### config.mk
export PLATFORM = sky130hd
export DESIGN_NAME = demux1_8_reg
export DESIGN_NICKNAME = d
export VERILOG_FILES = /design/src/rtl/demux1_8_reg.sv
export SDC_FILE = /design/constraint.sdc
export NUM_CORES = 1
export LEC_CHECK = 0
export ABC_AREA = 1
export BUFFER_PORTS_ARGS = -buffer_cell sky130_fd_sc_hd__buf_2
export CAP_MARGIN = 0
export CORE_MARGIN = 1.5
export CORE_UTILIZATION = 56
export DETAILED_ROUTE_END_ITERATION = 12
export PLACE_DENSITY_LB_ADDON = 0.3
export SLEW_MARGIN = 20
export SYNTH_ARGS = -nofsm -noshare
export SYNTH_HDL_FRONTEND = slang
export SYNTH_SLANG_ARGS = --single-unit
### constraint.sdc
create_clock -name clk -period 3.1 [get_ports clk]
set_input_delay 0.62 -clock clk [delete_from_list [all_inputs] [get_ports clk]]
set_output_delay 0.62 -clock clk [all_outputs]
set_load 0.02 [all_outputs]
### src/rtl/demux1_8_reg.sv
// demux1_8_reg: registered 1-to-8 demultiplexer with valid/ready handshakes.
// Each beat on the input stream is steered by in_sel into one of eight
// one-entry holding registers; a stalled consumer only blocks beats that
// are addressed to it.
// Optional build macro: DEMUX1_8_STALL_CNT_EN adds a 16-bit saturating
// count of input stall cycles on port stall_cnt.
module demux1_8_reg #(
    parameter int unsigned WIDTH = 32
) (
    input  logic                 clk,
    input  logic                 rst_n,
    input  logic                 flush,
    input  logic                 in_valid,
    output logic                 in_ready,
    input  logic [2:0]           in_sel,
    input  logic [WIDTH-1:0]     in_data,
    output logic [7:0]           out_valid,
    input  logic [7:0]           out_ready,
    output logic [8*WIDTH-1:0]   out_data
`ifdef DEMUX1_8_STALL_CNT_EN
    ,
    output logic [15:0]          stall_cnt
`endif
);

    localparam int unsigned NCH   = 8;
    localparam int unsigned CNT_W = 16;

    logic [NCH-1:0]   valid_q;
    logic [WIDTH-1:0] data_q [NCH];

    logic [NCH-1:0]   valid_d;
    logic [NCH-1:0]   load_c;
    logic             accept_c;
    logic             sel_free_c;

    // Selected channel can take a beat when empty or draining this cycle.
    always_comb begin
        sel_free_c = !valid_q[in_sel] || out_ready[in_sel];
        in_ready   = rst_n && !flush && sel_free_c;
    end

    // One-hot load strobe for the channel addressed by an accepted beat.
    always_comb begin
        accept_c = in_valid && in_ready;
        load_c   = '0;
        if (accept_c) begin
            load_c = NCH'(1) << in_sel;
        end
    end

    // Next valid state: flush dominates, then load, then drain.
    always_comb begin
        valid_d = valid_q;
        for (int k = 0; k < NCH; k++) begin
            if (flush) begin
                valid_d[k] = 1'b0;
            end else if (load_c[k]) begin
                valid_d[k] = 1'b1;
            end else if (out_ready[k]) begin
                valid_d[k] = 1'b0;
            end
        end
    end

    // Channel valid flags.
    always_ff @(posedge clk or negedge rst_n) begin
        if (!rst_n) begin
            valid_q <= '0;
        end else begin
            valid_q <= valid_d;
        end
    end

    // Channel payloads; held after a drain, replaced only on load.
    always_ff @(posedge clk or negedge rst_n) begin
        if (!rst_n) begin
            for (int k = 0; k < NCH; k++) begin
                data_q[k] <= '0;
            end
        end else begin
            for (int k = 0; k < NCH; k++) begin
                if (load_c[k]) begin
                    data_q[k] <= in_data;
                end
            end
        end
    end

    assign out_valid = valid_q;

    // Flatten channel payloads onto the output bus.
    for (genvar g = 0; g < NCH; g++) begin : g_out
        assign out_data[g*WIDTH +: WIDTH] = data_q[g];
    end

`ifdef DEMUX1_8_STALL_CNT_EN
    logic [CNT_W-1:0] stall_q;
    logic             stall_c;

    assign stall_c = in_valid && !in_ready && !flush;

    // Saturating stall counter; cleared by reset only.
    always_ff @(posedge clk or negedge rst_n) begin
        if (!rst_n) begin
            stall_q <= '0;
        end else if (stall_c && (stall_q != {CNT_W{1'b1}})) begin
            stall_q <= stall_q + CNT_W'(1);
        end
    end

    assign stall_cnt = stall_q;
`endif

endmodule

# Word-level counts from Yosys, hierarchy flattened
# Cells that the tools add are included.
totals:
  reg_bits: 264
  output_inout_bits: 265
  word_cells: 61
  input_bits: 47
op_classes:
  n_lt_le_gt_ge: 1
  reduce_logical: 14
  n_mux: 29
  n_shift: 1
op_table:
  columns: ["operator", "count"]
  rows:
  - ["two-way mux 1 bit", 26]
  - ["nonzero test 3 bit", 8]
  - ["two-way mux 8 bit", 1]
  - ["left shift 1 x 3 -> 8 bit, first input constant", 1]
  - ["binary-select mux 1 bit (select 3 bit)", 2]
  - ["less-than comparator 3 x 4 -> 1 bit, second input constant", 1]
  - ["logical AND 1 bit", 3]
  - ["zero test 1 bit", 2]
  - ["logical OR 1 bit", 1]

# Longest topological paths before layout
# Gate-level depths: netlist (run 1).
depth:
  depth_word: 9
  ltp_mapped: 12
  ltp_nobuf: 10

# Worst setup path before layout (run 1)
# No wires, ideal clock.
synth_path:
  path_type: "input to output"
  startpoint: "in in_sel[1]"
  endpoint: "out in_ready"
  slack_ns: 0.779
  path_stages: 9
  t_required_ns: 2.480
  arrival_ns: 1.701
  path_buffers: 2
  path_cell_list: "buf_2 nor2_1 nand2_1 nand3_1 nor2_1 nand2_1 nand2_1 nor2_2 clkbuf_1"
synth_via:
  elab_chain_len: 5
  word_cells_on_any_way: 7
  cone_classes: "mux: 4; reduce/logical: 3"
synth_lines:
  columns: ["item", "line_no", "source"]
  rows:
  - ["from (decl)", "15", "input logic [2:0] in_sel,"]
  - ["binary-select mux 1 bit (select 3 bit)", "39", "sel_free_c = !valid_q[in_sel] || out_ready[in_sel];"]
  - ["two-way mux 1 bit (implied by the code)", "39", null]
  - ["zero test 1 bit", "39", null]
  - ["logical OR 1 bit *", "39", null]
  - ["logical AND 1 bit *", "40", "in_ready = rst_n && !flush && sel_free_c;"]
  - ["to (decl)", "14", "output logic in_ready,"]
# Every way passes the cells marked *; elsewhere a longest branch is shown, timed or not. The select of a mux whose other input is x is not followed.

# Worst setup path after layout (run 1)
layout_path:
  startpoint: "in in_sel[2]"
  endpoint: "out in_ready"
# Same word-level chain as after synthesis.

==> results of run 1 <==
placed cells by master, fill, tap and decap left out:
cell type	netlist	final
nor2_4	0	8
clkbuf_16	0	27
nand4_1	265	265
o21ai_0	12	12
buf_12	0	6
clkbuf_1	56	7
inv_6	0	1
nor2_1	14	6
buf_4	9	25
dfrtp_1	264	264
bufinv_16	0	6
nand3_1	5	5
nor2_2	1	1
clkinv_2	0	5
buf_2	43	309
or2_2	7	7
a21oi_2	1	1
buf_8	0	1
inv_1	17	17
nand2_1	536	536
clkbuf_8	0	4
cell usage after synthesis (all sizes together):
master / number / area share
inv: 17 / 0.0057
nand4: 265 / 0.15
o21ai: 12 / 0.0054
nand3: 5 / 0.0022
a21oi: 1 / 0.00078
dfrtp: 264 / 0.59
nor2: 15 / 0.0053
nand2: 536 / 0.18
buf: 52 / 0.025
or2: 7 / 0.0039
clkbuf: 87 / 0.033
report_power, final:
part / switching, W / internal [W]
sequential: 0.000354 / 0.00408
combinational: 0.00181 / 0.000738
clock: 0.00136 / 0.00217
worst max-delay path by stage:
stage	start	end	slack, ns	depth (start not counted)
floorplan	in_sel[1]	in_ready	0.78	9
global placement	in_sel[2]	in_ready	0.68	8
detailed placement	in_sel[2]	out_data[145]$_DFFE_PN0P_	0.61	10
CTS	in_sel[2]	in_ready	0.64	8
global route	in_sel[2]	in_ready	0.52	8
finish	in_sel[2]	in_ready	0.64	8
cell type report:
| cell class | instances | area (sq um) |
|---|---|---|
| multi-input cells | 841 | 3930 |
| fillers | 1532 | 5760 |
| flip-flops and latches | 264 | 6610 |
| inverters | 17 | 63.8 |
| clock inverters | 12 | 214 |
| repair buffers | 342 | 1880 |
| well taps | 265 | 332 |
| clock buffers | 37 | 743 |
sequential cells by signal (all words and copies together) (netlist names):
| register | count |
|---|---|
| out_data | 256 |
| out_valid | 8 |
kinds of logic after synthesis:
logic type | Yosys count | synth area share
compound gates | 13 | 0.00615
buf+inv | 156 | 0.0637
flops | 264 | 0.591
simple gates | 828 | 0.340
through the flow:
step | hold slack (ns) | total power (W) | instance area [sq um] | utilization | instances
floorplan | 0.324 | 0.00594 | 11200 | - | 1261
global placement | 0.448 | 0.00695 | 12800 | 0.655 | 1728
detailed placement | 0.453 | 0.00702 | 12800 | 0.655 | 1728
CTS | 0.337 | 0.0105 | 13700 | 0.704 | 1777
global route | 0.163 | 0.0110 | 13800 | 0.705 | 1778
finish | 0.144 | 0.0105 | 13800 | 0.705 | 1778
worst register-to-register path, cell delays in order (launching register included):
cell and delay, ns:
dfrtp_1 0.41, nand2_1 0.07, o21ai_0 0.08, nand2_1 0.07
nand2_1 0.10, nand2_1 0.08, nand2_1 0.08, nor2_4 0.17
buf_12 0.47, nand4_1 0.30, nand2_1 0.11
layer usage:
| layer | vias to the layer above | track usage | share of wire |
|---|---|---|---|
| li1 | 4703 | - | - |
| met1 | 5061 | 0.450 | 0.38 |
| met2 | 601 | 0.531 | 0.47 |
| met3 | 110 | 0.0709 | 0.10 |
| met4 | 0 | 0.164 | 0.047 |
| met5 | - | 0 | 0 |
==> results.toml, run 1 <==
[floorplan]
core_area_sq_um = 19500
row_count = 51
fp.dieH_um = 144
ioPinCount = 312
die_area_sq_um = 20800
start_util = 0.573
die_w_um = 144

[worst_setup_path]
reg2reg_to = "out_data[76]$_DFFE_PN0P_"
worstPathRequired_ns = 2.48
reg2reg_from = "out_valid[3]$_DFFE_PN0P_"
reg2regPathDepth = 10
r2r_slack_ns = 1.11
end_kind = "primary output"
worst-path-max-fanout = 7
cp-start-kind = "input pin"
cp_slowest_cell = "inv_1"
arrival_ns = 1.84
path_class = "input pin to primary output"
path_buf_inv = 3
path_delay_family = "buffers and inverters"
crit_chain = "buf_2 -> inv_1 -> o21ai_0 -> nor2_1 -> nand2_1 -> nand2_1 -> nor2_4 -> buf_2"
critPathMaxStageDelay_ns = 0.28

[global_route]
antenna_found_initial = 0
first_global_vias = 9694
gr-usage-all-layers = 0.338
grt_max_degree = 185
overflow = 0
grt_pass1_wl_um = 54100

[timing]
drv_slew = 0
fin_setup_tns_ns = 0
period_needed_ns = 2.46
finalCritPeriodShare = 0.795
finalWorstSetupSlack_ns = 0.637
fmax_mhz = 406
hold_viol_final = 0
clock_skew_ns = 0.0135
max_slew.worst_pin.slew_ns = 1.04
grt_setup_unrepaired = "false"
timing.slew.headroom = 0.307
setup_viol = 0

[logic_synthesis]
synthCells = 1261
synth_seq_cells = 264
yosysSeqAreaShare = 0.591
yosysWarnings = 0
synth.avg_cell_area_sq_um = 8.87
synth_nets = 1308
synth_cell_types = 14
syn_area_sq_um = 11200

[power_and_ir_drop]
ir_drop_v = 0.000493
powerDensity_nw_per_um2 = 764
p_leak_nw = 7.85

[detailed_routing]
detail_route.wl_per_cell_um = 20.0
post_drt_via_cell_ratio = 5.89
ant_nets = 0
drc = 0
wl_um = 35500
drtPass1Iterations = 5
vias = 10500
drtIter0Drc = 1046

[clock_tree]
htree_levels = 1
ctsHoldBuffers = 0
numCtsBuffers = 27
ctsResizeCount = 0
cts_tree = "yes"
clockBufferDepth = 3
clock_sinks = 264
clkTransAtPathRegs_ns = 0.07
post-cts-setup-buffers = 0
root_buffer = "clkbuf_16"
clock_latency_ns = 0.53

[placement]
place_ws_ns = 0.608
place.gp.congestion = 0.883
io_buffers = 311
hpwl_um = 22300

[final_layout]
antenna_cells = 0
drive_gt1_frac = 0.265
syn_to_final_growth_pct = 23.1
final_nets = 1540

[min_path]
hold_class = "input pin to async pin"

[flow_run]
maxCapViolCount = 0

[run_status]
status = "complete, no violations"
No activity file was read; power rests on OpenSTA's default activity.
==> run 2: changes to the inputs <==
--- a/config.mk
+++ b/config.mk
@@ -9,7 +9,7 @@
 export BUFFER_PORTS_ARGS = -buffer_cell sky130_fd_sc_hd__buf_2
 export CAP_MARGIN = 0
 export CORE_MARGIN = 1.5
-export CORE_UTILIZATION = 56
+export CORE_UTILIZATION = 52
 export DETAILED_ROUTE_END_ITERATION = 12
 export PLACE_DENSITY_LB_ADDON = 0.3
 export SLEW_MARGIN = 20
==> constraint.sdc (replaced) <==
create_clock -name clk -period 2.5 [get_ports clk]
set_input_delay 0.5 -clock clk [delete_from_list [all_inputs] [get_ports clk]]
set_output_delay 0.5 -clock clk [all_outputs]
set_load 0.02 [all_outputs]
==> run 2 against run 1 <==
Non-clock buffer count rose by 12. Utilization is 4.7 points lower. Sequential power grew 24%. Critical path depth did not move. Via count down 0.60%. Largest cell class unchanged. Largest power group unchanged. Hold slack worse by 0.098 ns.
==> results.toml, run 2 (synthesis results as in run 1) <==
[clock_tree]
clock_latency_ns = 0.53
clkTransAtPathRegs_ns = 0.06
ctsHoldBuffers = 0
numCtsBuffers = 28
post-cts-setup-buffers = 0
root_buffer = "clkbuf_16"
htree_levels = 1
clock_sinks = 264
clockBufferDepth = 3
ctsResizeCount = 0
cts_tree = "yes"

[power_and_ir_drop]
ir_drop_v = 0.000560
p_leak_nw = 7.91
powerDensity_nw_per_um2 = 931

[final_layout]
final_cell_mix = "536 x nand2_1, 309 x buf_2, 265 x nand4_1"
antenna_cells = 0
fill_cells = 1748
drive_gt1_frac = 0.272
final_core_util = 0.658
final_nets = 1553
final_common_cell = "nand2_1"
syn_to_final_growth_pct = 24.0
largest_reg_flops = 256

[flow_run]
maxCapViolCount = 0

[detailed_routing]
vias = 10400
post_drt_via_cell_ratio = 5.79
drc = 0
wl_um = 35800
drtPass1Iterations = 7
ant_nets = 0
detail_route.wl_per_cell_um = 19.9
drtIter0Drc = 801

[worst_setup_path]
critPathMaxStageDelay_ns = 0.40
crit_chain = "nand2_1 -> o21ai_0 -> nand2_1 -> nand2_1 -> nand2_1 -> nand2_1 -> nor2_4 -> buf_2"
reg2regPathDepth = 11
worst-path-max-fanout = 3
arrival_ns = 1.79
reg2reg_from = "out_valid[3]$_DFFE_PN0P_"
crit_top_cell = "nand2_1"
end_kind = "primary output"
cp_slowest_cell = "dfrtp_1"
path_buf_inv = 1
r2r_slack_ns = 0.62
reg2reg_to = "out_data[212]$_DFFE_PN0P_"
worstPathRequired_ns = 2.00
path_delay_family = "simple AND/OR/NAND/NOR gates"
path_class = "register to primary output"
cp-start-kind = "register"

[timing]
setup_viol = 0
max_slew.worst_pin.slew_ns = 0.769
fin_setup_tns_ns = 0
hold_viol_final = 0
finalCritPeriodShare = 0.918
drv_slew = 0
finalWorstSetupSlack_ns = 0.206
grt_setup_unrepaired = "false"
fmax_mhz = 436
timing.slew.headroom = 0.487
clock_skew_ns = 0.00736
period_needed_ns = 2.29

[global_route]
grt_max_degree = 140
overflow = 0
gr-usage-all-layers = 0.316
grt_pass1_wl_um = 55000
antenna_found_initial = 0
first_global_vias = 9627

[floorplan]
die_area_sq_um = 22400
fp.dieH_um = 150
ioPinCount = 312
die_w_um = 150
start_util = 0.530
core_area_sq_um = 21100
row_count = 53

[min_path]
hold_class = "input pin to async pin"

[placement]
io_buffers = 311
place_ws_ns = 0.284
place.gp.congestion = 0.829
hpwl_um = 22800

[run_status]
status = "complete, no violations"
## run 2: cell types whose count changed in the layout (fill, tap and decap cells not counted), moves of 2 or more
cell       previous run  this run
clkbuf_16            27        29
clkbuf_8              4         9
clkinv_2              5         3
clkbuf_1              7         4
bufinv_16             6         2
buf_4                25        36
## run 2: how the worst max path moves through the flow
| stage | start | end | slack (ns) | depth (start not counted) |
|---|---|---|---|---|
| finish | out_valid[3]$_DFFE_PN0P_ | in_ready | 0.21 | 8 |
| global route | out_valid[3]$_DFFE_PN0P_ | in_ready | 0.13 | 8 |
| CTS | out_valid[3]$_DFFE_PN0P_ | in_ready | 0.20 | 8 |
| detailed placement | in_sel[0] | out_data[244]$_DFFE_PN0P_ | 0.28 | 11 |
| global placement | in_sel[0] | out_data[150]$_DFFE_PN0P_ | 0.31 | 11 |
| floorplan | in_sel[1] | in_ready | 0.42 | 9 |
## run 2: layout make-up
cell class	count	area (sq um)	area share
clock buffer	41	851	0.0613
clock inverter	7	91.3	0.00659
inverter	17	63.8	0.00460
multi-input combinational	841	3930	0.283
sequential	264	6610	0.476
tap	275	344	0.0248
timing repair buffer	354	1990	0.143
## run 2: where the power goes
group          switching (W)  total [W]  internal, W
logic                0.00224    0.00316     0.000928
clock network        0.00168    0.00422      0.00254
registers           0.000454    0.00552      0.00507
total                0.00437     0.0129      0.00854
## run 2: routing by layer
metal	global-route usage	part of all wire	vias to the layer above
met5	0	0	-
met1	0.438	0.40	5070
met4	0.115	0.035	0
met2	0.497	0.47	516
met3	0.0604	0.091	87
li1	-	-	4739
## run 2: through the flow
stage | instance area [sq um] | hold WS (ns) | power (W) | std cells
finish | 13900 | 0.0457 | 0.0129 | 1799
global placement | 12900 | 0.448 | 0.00865 | 1751
global route | 13900 | 0.102 | 0.0135 | 1799
detailed placement | 12900 | 0.453 | 0.00873 | 1751
CTS | 13900 | 0.0859 | 0.0130 | 1799
floorplan | 11200 | 0.204 | 0.00737 | 1261
